==> config.mk <==
export PLATFORM = sky130hd
export DESIGN_NAME = uart_tx_ctrl
export DESIGN_NICKNAME = d
export VERILOG_FILES = /design/src/rtl/uart_pkg.sv /design/src/rtl/uart_tx_serializer.sv /design/src/rtl/uart_tx_ctrl.sv
export SDC_FILE = /design/constraint.sdc
export NUM_CORES = 1
export LEC_CHECK = 0
export BUFFER_PORTS_ARGS = -buffer_cell sky130_fd_sc_hd__buf_4
export CORE_MARGIN = 5
export CORE_UTILIZATION = 59
export DETAILED_ROUTE_END_ITERATION = 8
export PLACE_DENSITY = 0.8
export SYNTH_ARGS = -nofsm -noshare
export SYNTH_HDL_FRONTEND = slang
export SYNTH_SLANG_ARGS = --single-unit
==> constraint.sdc <==
create_clock -name clk_i -period 8.9 [get_ports clk_i]
set_input_delay 0.89 -clock clk_i [delete_from_list [all_inputs] [get_ports clk_i]]
set_output_delay 0.89 -clock clk_i [all_outputs]
set_load 0.1 [all_outputs]
==> src/rtl/uart_pkg.sv <==
// uart_pkg: shared definitions for the UART transmit controller.
//   - parity mode encodings as driven on cfg_parity_i
//   - serializer FSM state encoding
//   - data-bit limits and the clamp applied to the configured width
package uart_pkg;

  localparam logic [1:0] PAR_NONE = 2'b00;
  localparam logic [1:0] PAR_EVEN = 2'b01;
  localparam logic [1:0] PAR_ODD  = 2'b10;

  localparam int MIN_DATA_BITS = 5;
  localparam int MAX_DATA_BITS = 9;

  typedef enum logic [2:0] {
    ST_IDLE   = 3'd0,
    ST_LOAD   = 3'd1,
    ST_START  = 3'd2,
    ST_DATA   = 3'd3,
    ST_PARITY = 3'd4,
    ST_STOP   = 3'd5
  } uart_state_e;

  // Configured width below the UART minimum is raised to 5, above the
  // datapath width is lowered to that width.
  function automatic logic [3:0] clamp_data_bits(input logic [3:0] cfg,
                                                 input logic [3:0] max_bits);
    if (cfg < 4'(MIN_DATA_BITS)) return 4'(MIN_DATA_BITS);
    if (cfg > max_bits) return max_bits;
    return cfg;
  endfunction

endpackage

==> src/rtl/uart_tx_serializer.sv <==
// uart_tx_serializer: frame FSM for one UART character.
//   Latches data and configuration in LOAD, then shifts out start bit,
//   data bits (LSB first), optional parity and one or two stop bits.
//   Every bit period lasts max(baud_div,1) clocks, timed by a down-counter.
// Ports:
//   clk_i, rst_i      clock, synchronous active-high reset
//   start_i           strobe from the FIFO pop; accepted only in IDLE
//   data_i            popped character (valid in the LOAD cycle)
//   baud_div_i        clocks per bit, 0 treated as 1
//   data_bits_i       data bits per frame (clamped 5..DATA_W)
//   parity_i          PAR_NONE / PAR_EVEN / PAR_ODD (11 = none)
//   stop2_i           1 = two stop bits
//   tx_o              serial line, idle high
//   busy_o            state != IDLE
//   done_o            pulse on the last clock of the last stop bit
//
// state     | meaning
// ----------+------------------------------------------------------
// ST_IDLE   | line high, waiting for start_i
// ST_LOAD   | latch frame data and config, preload bit timer
// ST_START  | drive start bit (0)
// ST_DATA   | shift out data bits LSB first
// ST_PARITY | drive parity bit (skipped when parity is none)
// ST_STOP   | drive stop bit(s) (1); done on the final clock
import uart_pkg::*;

module uart_tx_serializer #(
  parameter int DATA_W = 8,
  parameter int BAUD_W = 16
) (
  input  logic              clk_i,
  input  logic              rst_i,
  input  logic              start_i,
  input  logic [DATA_W-1:0] data_i,
  input  logic [BAUD_W-1:0] baud_div_i,
  input  logic [3:0]        data_bits_i,
  input  logic [1:0]        parity_i,
  input  logic              stop2_i,
  output logic              tx_o,
  output logic              busy_o,
  output logic              done_o
);

  localparam logic [3:0] MAX_BITS =
    4'((DATA_W > MAX_DATA_BITS) ? MAX_DATA_BITS : DATA_W);

  uart_state_e       state_q, state_d;
  logic [BAUD_W-1:0] cnt_q, cnt_d;
  logic [BAUD_W-1:0] baud_q, baud_d;
  logic [DATA_W-1:0] shift_q, shift_d;
  logic [3:0]        bits_left_q, bits_left_d;
  logic              stop_left_q, stop_left_d;
  logic [1:0]        par_mode_q, par_mode_d;
  logic              par_acc_q, par_acc_d;

  logic bit_end;
  logic has_parity;

  // Timer reload value: a divider of 0 behaves like 1 (one clock per bit).
  function automatic logic [BAUD_W-1:0] reload(input logic [BAUD_W-1:0] div);
    return (div == '0) ? '0 : div - BAUD_W'(1);
  endfunction

  assign bit_end    = (cnt_q == '0);
  assign has_parity = (par_mode_q == PAR_EVEN) || (par_mode_q == PAR_ODD);

  always_comb begin
    state_d     = state_q;
    cnt_d       = cnt_q;
    baud_d      = baud_q;
    shift_d     = shift_q;
    bits_left_d = bits_left_q;
    stop_left_d = stop_left_q;
    par_mode_d  = par_mode_q;
    par_acc_d   = par_acc_q;
    tx_o        = 1'b1;
    done_o      = 1'b0;

    unique case (state_q)
      ST_IDLE: begin
        if (start_i) state_d = ST_LOAD;
      end
      ST_LOAD: begin
        shift_d     = data_i;
        baud_d      = baud_div_i;
        par_mode_d  = parity_i;
        bits_left_d = clamp_data_bits(data_bits_i, MAX_BITS) - 4'd1;
        stop_left_d = stop2_i;
        par_acc_d   = 1'b0;
        cnt_d       = reload(baud_div_i);
        state_d     = ST_START;
      end
      ST_START: begin
        tx_o = 1'b0;
        if (bit_end) begin
          cnt_d   = reload(baud_q);
          state_d = ST_DATA;
        end else begin
          cnt_d = cnt_q - BAUD_W'(1);
        end
      end
      ST_DATA: begin
        tx_o = shift_q[0];
        if (bit_end) begin
          cnt_d     = reload(baud_q);
          par_acc_d = par_acc_q ^ shift_q[0];
          shift_d   = shift_q >> 1;
          if (bits_left_q == 4'd0) begin
            state_d = has_parity ? ST_PARITY : ST_STOP;
          end else begin
            bits_left_d = bits_left_q - 4'd1;
          end
        end else begin
          cnt_d = cnt_q - BAUD_W'(1);
        end
      end
      ST_PARITY: begin
        tx_o = par_acc_q ^ (par_mode_q == PAR_ODD);
        if (bit_end) begin
          cnt_d   = reload(baud_q);
          state_d = ST_STOP;
        end else begin
          cnt_d = cnt_q - BAUD_W'(1);
        end
      end
      ST_STOP: begin
        if (bit_end) begin
          if (!stop_left_q) begin
            done_o  = 1'b1;
            state_d = ST_IDLE;
          end else begin
            stop_left_d = 1'b0;
            cnt_d       = reload(baud_q);
          end
        end else begin
          cnt_d = cnt_q - BAUD_W'(1);
        end
      end
      default: state_d = ST_IDLE;
    endcase
  end

  always_ff @(posedge clk_i) begin
    if (rst_i) begin
      state_q     <= ST_IDLE;
      cnt_q       <= '0;
      baud_q      <= '0;
      shift_q     <= '0;
      bits_left_q <= '0;
      stop_left_q <= 1'b0;
      par_mode_q  <= PAR_NONE;
      par_acc_q   <= 1'b0;
    end else begin
      state_q     <= state_d;
      cnt_q       <= cnt_d;
      baud_q      <= baud_d;
      shift_q     <= shift_d;
      bits_left_q <= bits_left_d;
      stop_left_q <= stop_left_d;
      par_mode_q  <= par_mode_d;
      par_acc_q   <= par_acc_d;
    end
  end

  assign busy_o = (state_q != ST_IDLE);

endmodule

==> src/rtl/uart_tx_ctrl.sv <==
// uart_tx_ctrl: UART transmit controller with write FIFO and configurable
// frame format (5..DATA_W data bits, none/even/odd parity, 1 or 2 stops).
// Optional build macro: UART_TX_CTS_EN -- when defined, cts_n_i is
// synchronised through two flops and a frame is only popped while it is low.
// Ports:
//   clk_i, rst_i        clock, synchronous active-high reset
//   baud_div_i          clocks per bit (0 treated as 1)
//   cfg_data_bits_i     data bits per frame
//   cfg_parity_i        00 none, 01 even, 10 odd, 11 none
//   cfg_stop2_i         1 = two stop bits
//   tx_en_i             allow new frames to start
//   wr_en_i, wdata_i    FIFO push
//   clr_ovf_i           clear sticky overflow flag
//   cts_n_i             clear-to-send, active low
//   full_o, empty_o, level_o  FIFO status (registered)
//   ovf_o               sticky: push attempted while full
//   busy_o              frame in progress
//   done_tick_o         one-cycle pulse at end of frame
//   tx_o                serial output, idle high
import uart_pkg::*;

module uart_tx_ctrl #(
  parameter int DATA_W     = 8,
  parameter int FIFO_DEPTH = 16,
  parameter int BAUD_W     = 16
) (
  input  logic                          clk_i,
  input  logic                          rst_i,
  input  logic [BAUD_W-1:0]             baud_div_i,
  input  logic [3:0]                    cfg_data_bits_i,
  input  logic [1:0]                    cfg_parity_i,
  input  logic                          cfg_stop2_i,
  input  logic                          tx_en_i,
  input  logic                          wr_en_i,
  input  logic [DATA_W-1:0]             wdata_i,
  input  logic                          clr_ovf_i,
  input  logic                          cts_n_i,
  output logic                          full_o,
  output logic                          empty_o,
  output logic [$clog2(FIFO_DEPTH):0]   level_o,
  output logic                          ovf_o,
  output logic                          busy_o,
  output logic                          done_tick_o,
  output logic                          tx_o
);

  localparam int AW = $clog2(FIFO_DEPTH);
  localparam int LW = AW + 1;

  logic [DATA_W-1:0] mem_q [FIFO_DEPTH];
  logic [DATA_W-1:0] mem_d [FIFO_DEPTH];
  logic [AW-1:0]     wr_ptr_q, wr_ptr_d;
  logic [AW-1:0]     rd_ptr_q, rd_ptr_d;
  logic [LW-1:0]     level_q, level_d;
  logic              full_q, full_d;
  logic              empty_q, empty_d;
  logic              ovf_q, ovf_d;
  logic [DATA_W-1:0] pop_data_q, pop_data_d;

  logic push;
  logic pop;
  logic cts_ok;
  logic ser_busy;

`ifdef UART_TX_CTS_EN
  logic cts_meta_q, cts_meta_d;
  logic cts_sync_q, cts_sync_d;

  always_comb begin
    cts_meta_d = cts_n_i;
    cts_sync_d = cts_meta_q;
  end

  // Reset to "not clear" so nothing pops before the line has been sampled.
  always_ff @(posedge clk_i) begin
    if (rst_i) begin
      cts_meta_q <= 1'b1;
      cts_sync_q <= 1'b1;
    end else begin
      cts_meta_q <= cts_meta_d;
      cts_sync_q <= cts_sync_d;
    end
  end

  assign cts_ok = ~cts_sync_q;
`else
  logic unused_cts;
  assign unused_cts = cts_n_i;
  assign cts_ok     = 1'b1;
`endif

  // Full is taken from the registered flag, so a push while full is dropped
  // even when a pop happens in the same cycle.
  assign push = wr_en_i && !full_q;
  assign pop  = !ser_busy && tx_en_i && !empty_q && cts_ok;

  always_comb begin
    mem_d = mem_q;
    if (push) mem_d[wr_ptr_q] = wdata_i;

    wr_ptr_d   = push ? wr_ptr_q + AW'(1) : wr_ptr_q;
    rd_ptr_d   = pop  ? rd_ptr_q + AW'(1) : rd_ptr_q;
    level_d    = level_q + LW'(push) - LW'(pop);
    full_d     = (level_d == LW'(FIFO_DEPTH));
    empty_d    = (level_d == '0);
    pop_data_d = pop ? mem_q[rd_ptr_q] : pop_data_q;

    ovf_d = ovf_q;
    if (clr_ovf_i) ovf_d = 1'b0;
    if (wr_en_i && full_q) ovf_d = 1'b1;
  end

  always_ff @(posedge clk_i) begin
    mem_q <= mem_d;
  end

  always_ff @(posedge clk_i) begin
    if (rst_i) begin
      wr_ptr_q   <= '0;
      rd_ptr_q   <= '0;
      level_q    <= '0;
      full_q     <= 1'b0;
      empty_q    <= 1'b1;
      ovf_q      <= 1'b0;
      pop_data_q <= '0;
    end else begin
      wr_ptr_q   <= wr_ptr_d;
      rd_ptr_q   <= rd_ptr_d;
      level_q    <= level_d;
      full_q     <= full_d;
      empty_q    <= empty_d;
      ovf_q      <= ovf_d;
      pop_data_q <= pop_data_d;
    end
  end

  uart_tx_serializer #(
    .DATA_W (DATA_W),
    .BAUD_W (BAUD_W)
  ) u_ser (
    .clk_i       (clk_i),
    .rst_i       (rst_i),
    .start_i     (pop),
    .data_i      (pop_data_q),
    .baud_div_i  (baud_div_i),
    .data_bits_i (cfg_data_bits_i),
    .parity_i    (cfg_parity_i),
    .stop2_i     (cfg_stop2_i),
    .tx_o        (tx_o),
    .busy_o      (ser_busy),
    .done_o      (done_tick_o)
  );

  assign full_o  = full_q;
  assign empty_o = empty_q;
  assign level_o = level_q;
  assign ovf_o   = ovf_q;
  assign busy_o  = ser_busy;

endmodule

==> run metrics <==
status=complete, no violations; largest net degree at the start of global routing=79; dpl hpwl=14,610 um; CP endpoint=full_o$_SDFF_PP0_; Mapped Area=0.009585 mm^2; dpl ws=5.302 ns; Inst Count DP=1,020; clk slew on worst S/H paths=0.06 ns; crit path kind=flop to flop; worst slew pin tran=1.176 ns; initial DRC count=583; max cap viols=0; TritonCTS clock tree=done; GRT Overall Usage=23.59%; Async SR Flop Fraction=0%; Crit path required time=9.31 ns; layout cells sized above 1=17.56%; GR Util met2=41.19%; Worst-Skew Late Latency=0.50 ns; WP data arrival=4.04 ns; final non-filler cell area=0.01072 mm^2; final setup fails=0; I/O pins=48; initial antenna violation count=0; Pre-Repair DR Iteration Count=5; Max Freq=0.2754 GHz; Post-CTS Setup Inserts=0; Nets=884; number of buffers created by CTS=22; worst setup margin=5.269 ns; Synth area leader=edfxtp_1; Die X-Extent=137.5 um; Slew headroom=20.98%; hold_ws=0.4627 ns; root buf cell=clkbuf_16; reg2reg start=u_ser.state_q[1]$_SDFFE_PP0P_; min-delay worst type=flop to flop; Core ar.=0.01589 mm^2; Critical path origin=u_ser.state_q[1]$_SDFFE_PP0P_; met1 usage=30.41%; via count=6,507; vias in the first global route=6,527; clk sinks=203; wire per inst=20.43 um; Area contributors post-synth=edfxtp_1 40%, dfxtp_1 16%, mux4_2 9.4%; Synth warnings=0; ys flop type=edfxtp_1; P&R area growth vs syn=11.83%; DIE AREA=0.01890 mm^2; GR Layer Usage met3=3.835%; Synth Instances=799; Worst setup EP type=flop; Post-synth top cells=128 x edfxtp_1, 100 x nand2_1, 75 x dfxtp_1; Leakage=3.601 nW; drc violations=0; R2R Path End=full_o$_SDFF_PP0_; Fin. Hold Viols=0; synth unique cells=67; Cell Pwr Density=304.9 mW/mm^2; Final TNS setup=0 ns; post-synthesis sequential area ratio=55.76%; Routed Antenna Nets=0; post-synthesis register bit count=203; GPL Wtd Cong=0.8615; Rows=46; via-per-instance ratio=6.144; Die H=137.5 um; mean post-synth cell area=12.00 um^2; Post-synth EDFFs=128; Synth top area share=40.10%; CP max FO=21; CP Launch Type=flop; Final min period=3.631 ns; clk_skew=0.01535 ns; H-Tree Depth=1; clk buf depth=3; fin crit share=40.80%; CTS resizes=0; number of buffers inserted by port buffering=46; Post-Route WL=21,630 um; Initial Util=60.34%; Final Non-Filler Cells=1,059; GR peak layer=met2; FILL cells=1,144; max-slew violation count=0; count leader, synth=edfxtp_1; hold_buf cts=0; Max VDD drop=0.2572 mV; first-pass GRT wire length=34,710 um; r2r worst-path depth=11; reg2reg setup slack=5.27 ns; syn_nets=855; ant diodes=0; Placement Cell Area=0.01001 mm^2; grt ovf=0; RSZ-0062 raised after global routing=no
==> how the worst min path moves through the flow <==
stage	from	endpoint	slack, ns	depth (start not counted)
floorplan	pop_data_q[7]$_SDFFE_PP0P_	u_ser.shift_q[7]$_SDFFE_PP0P_	0.43	2
global placement	u_ser.par_mode_q[0]$_SDFFE_PP0P_	u_ser.par_mode_q[0]$_SDFFE_PP0P_	0.45	2
detailed placement	pop_data_q[5]$_SDFFE_PP0P_	pop_data_q[5]$_SDFFE_PP0P_	0.45	2
CTS	pop_data_q[5]$_SDFFE_PP0P_	pop_data_q[5]$_SDFFE_PP0P_	0.46	2
global route	ovf_o$_SDFFE_PP0P_	ovf_o$_SDFFE_PP0P_	0.48	2
finish	pop_data_q[4]$_SDFFE_PP0P_	pop_data_q[4]$_SDFFE_PP0P_	0.46	2
==> cell type report <==
cell class	count	area [um^2]	area share [%]
inverters	21	78.83	0.7354
clock buffers	29	576.8	5.381
clock inverters	10	135.1	1.261
repair buffers	56	420.4	3.922
multi-input cells	524	3891	36.30
well taps	216	270.3	2.521
flip-flops and latches	203	5346	49.88
==> metrics by stage <==
step / utilization [%] / power (mW)
after floorplan: - / 2.120
after detailed placement: 63.00 / 2.367
after global routing: 67.48 / 3.444
final: 67.48 / 3.268
after global placement: 63.00 / 2.331
after CTS: 67.48 / 3.272
==> flip-flops by register name, indices dropped and copies added (netlist names) <==
signal,flops
mem_q,128
u_ser.baud_q,16
u_ser.cnt_q,16
pop_data_q,8
u_ser.shift_q,8
level_o,5
rd_ptr_q,4
u_ser.bits_left_q,4
wr_ptr_q,4
u_ser.state_q,3
u_ser.par_mode_q,2
empty_o,1
full_o,1
ovf_o,1
u_ser.par_acc_q,1
u_ser.stop_left_q,1
==> layout by cell type, fill, tap and decap left out, types with 8 or more instances in the layout <==
cell type    n
o31ai_1      9
xnor2_1     29
ha_1        18
nand2_1    100
inv_1       21
o21ai_0     11
nand3_1     11
xor2_1      11
nor2_1      66
a311oi_1    18
nor2b_1      9
or3_1        8
nor3_1      23
mux4_2      40
nand2b_1    14
clkbuf_16   22
edfxtp_1   128
nor4_1      14
buf_4       56
a21oi_1     43
nand4_1     11
dfxtp_1     74
==> power breakdown <==
group	internal (mW)	switching (mW)
registers	1.10	0.108
logic	0.451	0.708
clock network	0.544	0.354
total	2.10	1.17
==> per-layer routing <==
metal	vias up	share of wire [%]
met1	3187	40
met4	0	2.4
met2	231	51
met5	-	0
li1	3048	-
met3	41	6.0
==> cell families (layout without fill, tap and decap cells) <==
kind of cell | count (synthesis) | count (layout) | synth area share [%]
AND/OR/NAND/NOR | 295 | 295 | 15.60
flip-flops | 203 | 203 | 55.76
AO/OA/AOI/OAI | 129 | 129 | 9.242
buffers and inverters | 72 | 116 | 3.681
multiplexers | 41 | 41 | 9.503
XOR/XNOR | 40 | 40 | 3.655
adder cells (fa/ha/maj) | 19 | 19 | 2.558
==> critical path, cell delays in order, from the launching register on <==
cell and delay [ns]:
dfxtp_1 0.51, or3_1 0.45, or2_2 0.39, inv_1 0.36, ha_1 0.28, inv_1 0.06, ha_1 0.27, a21o_1 0.19
a21oi_1 0.19, xnor2_1 0.12, nor4b_1 0.47, nor3b_1 0.23
Power figures use the tool's default switching activity.
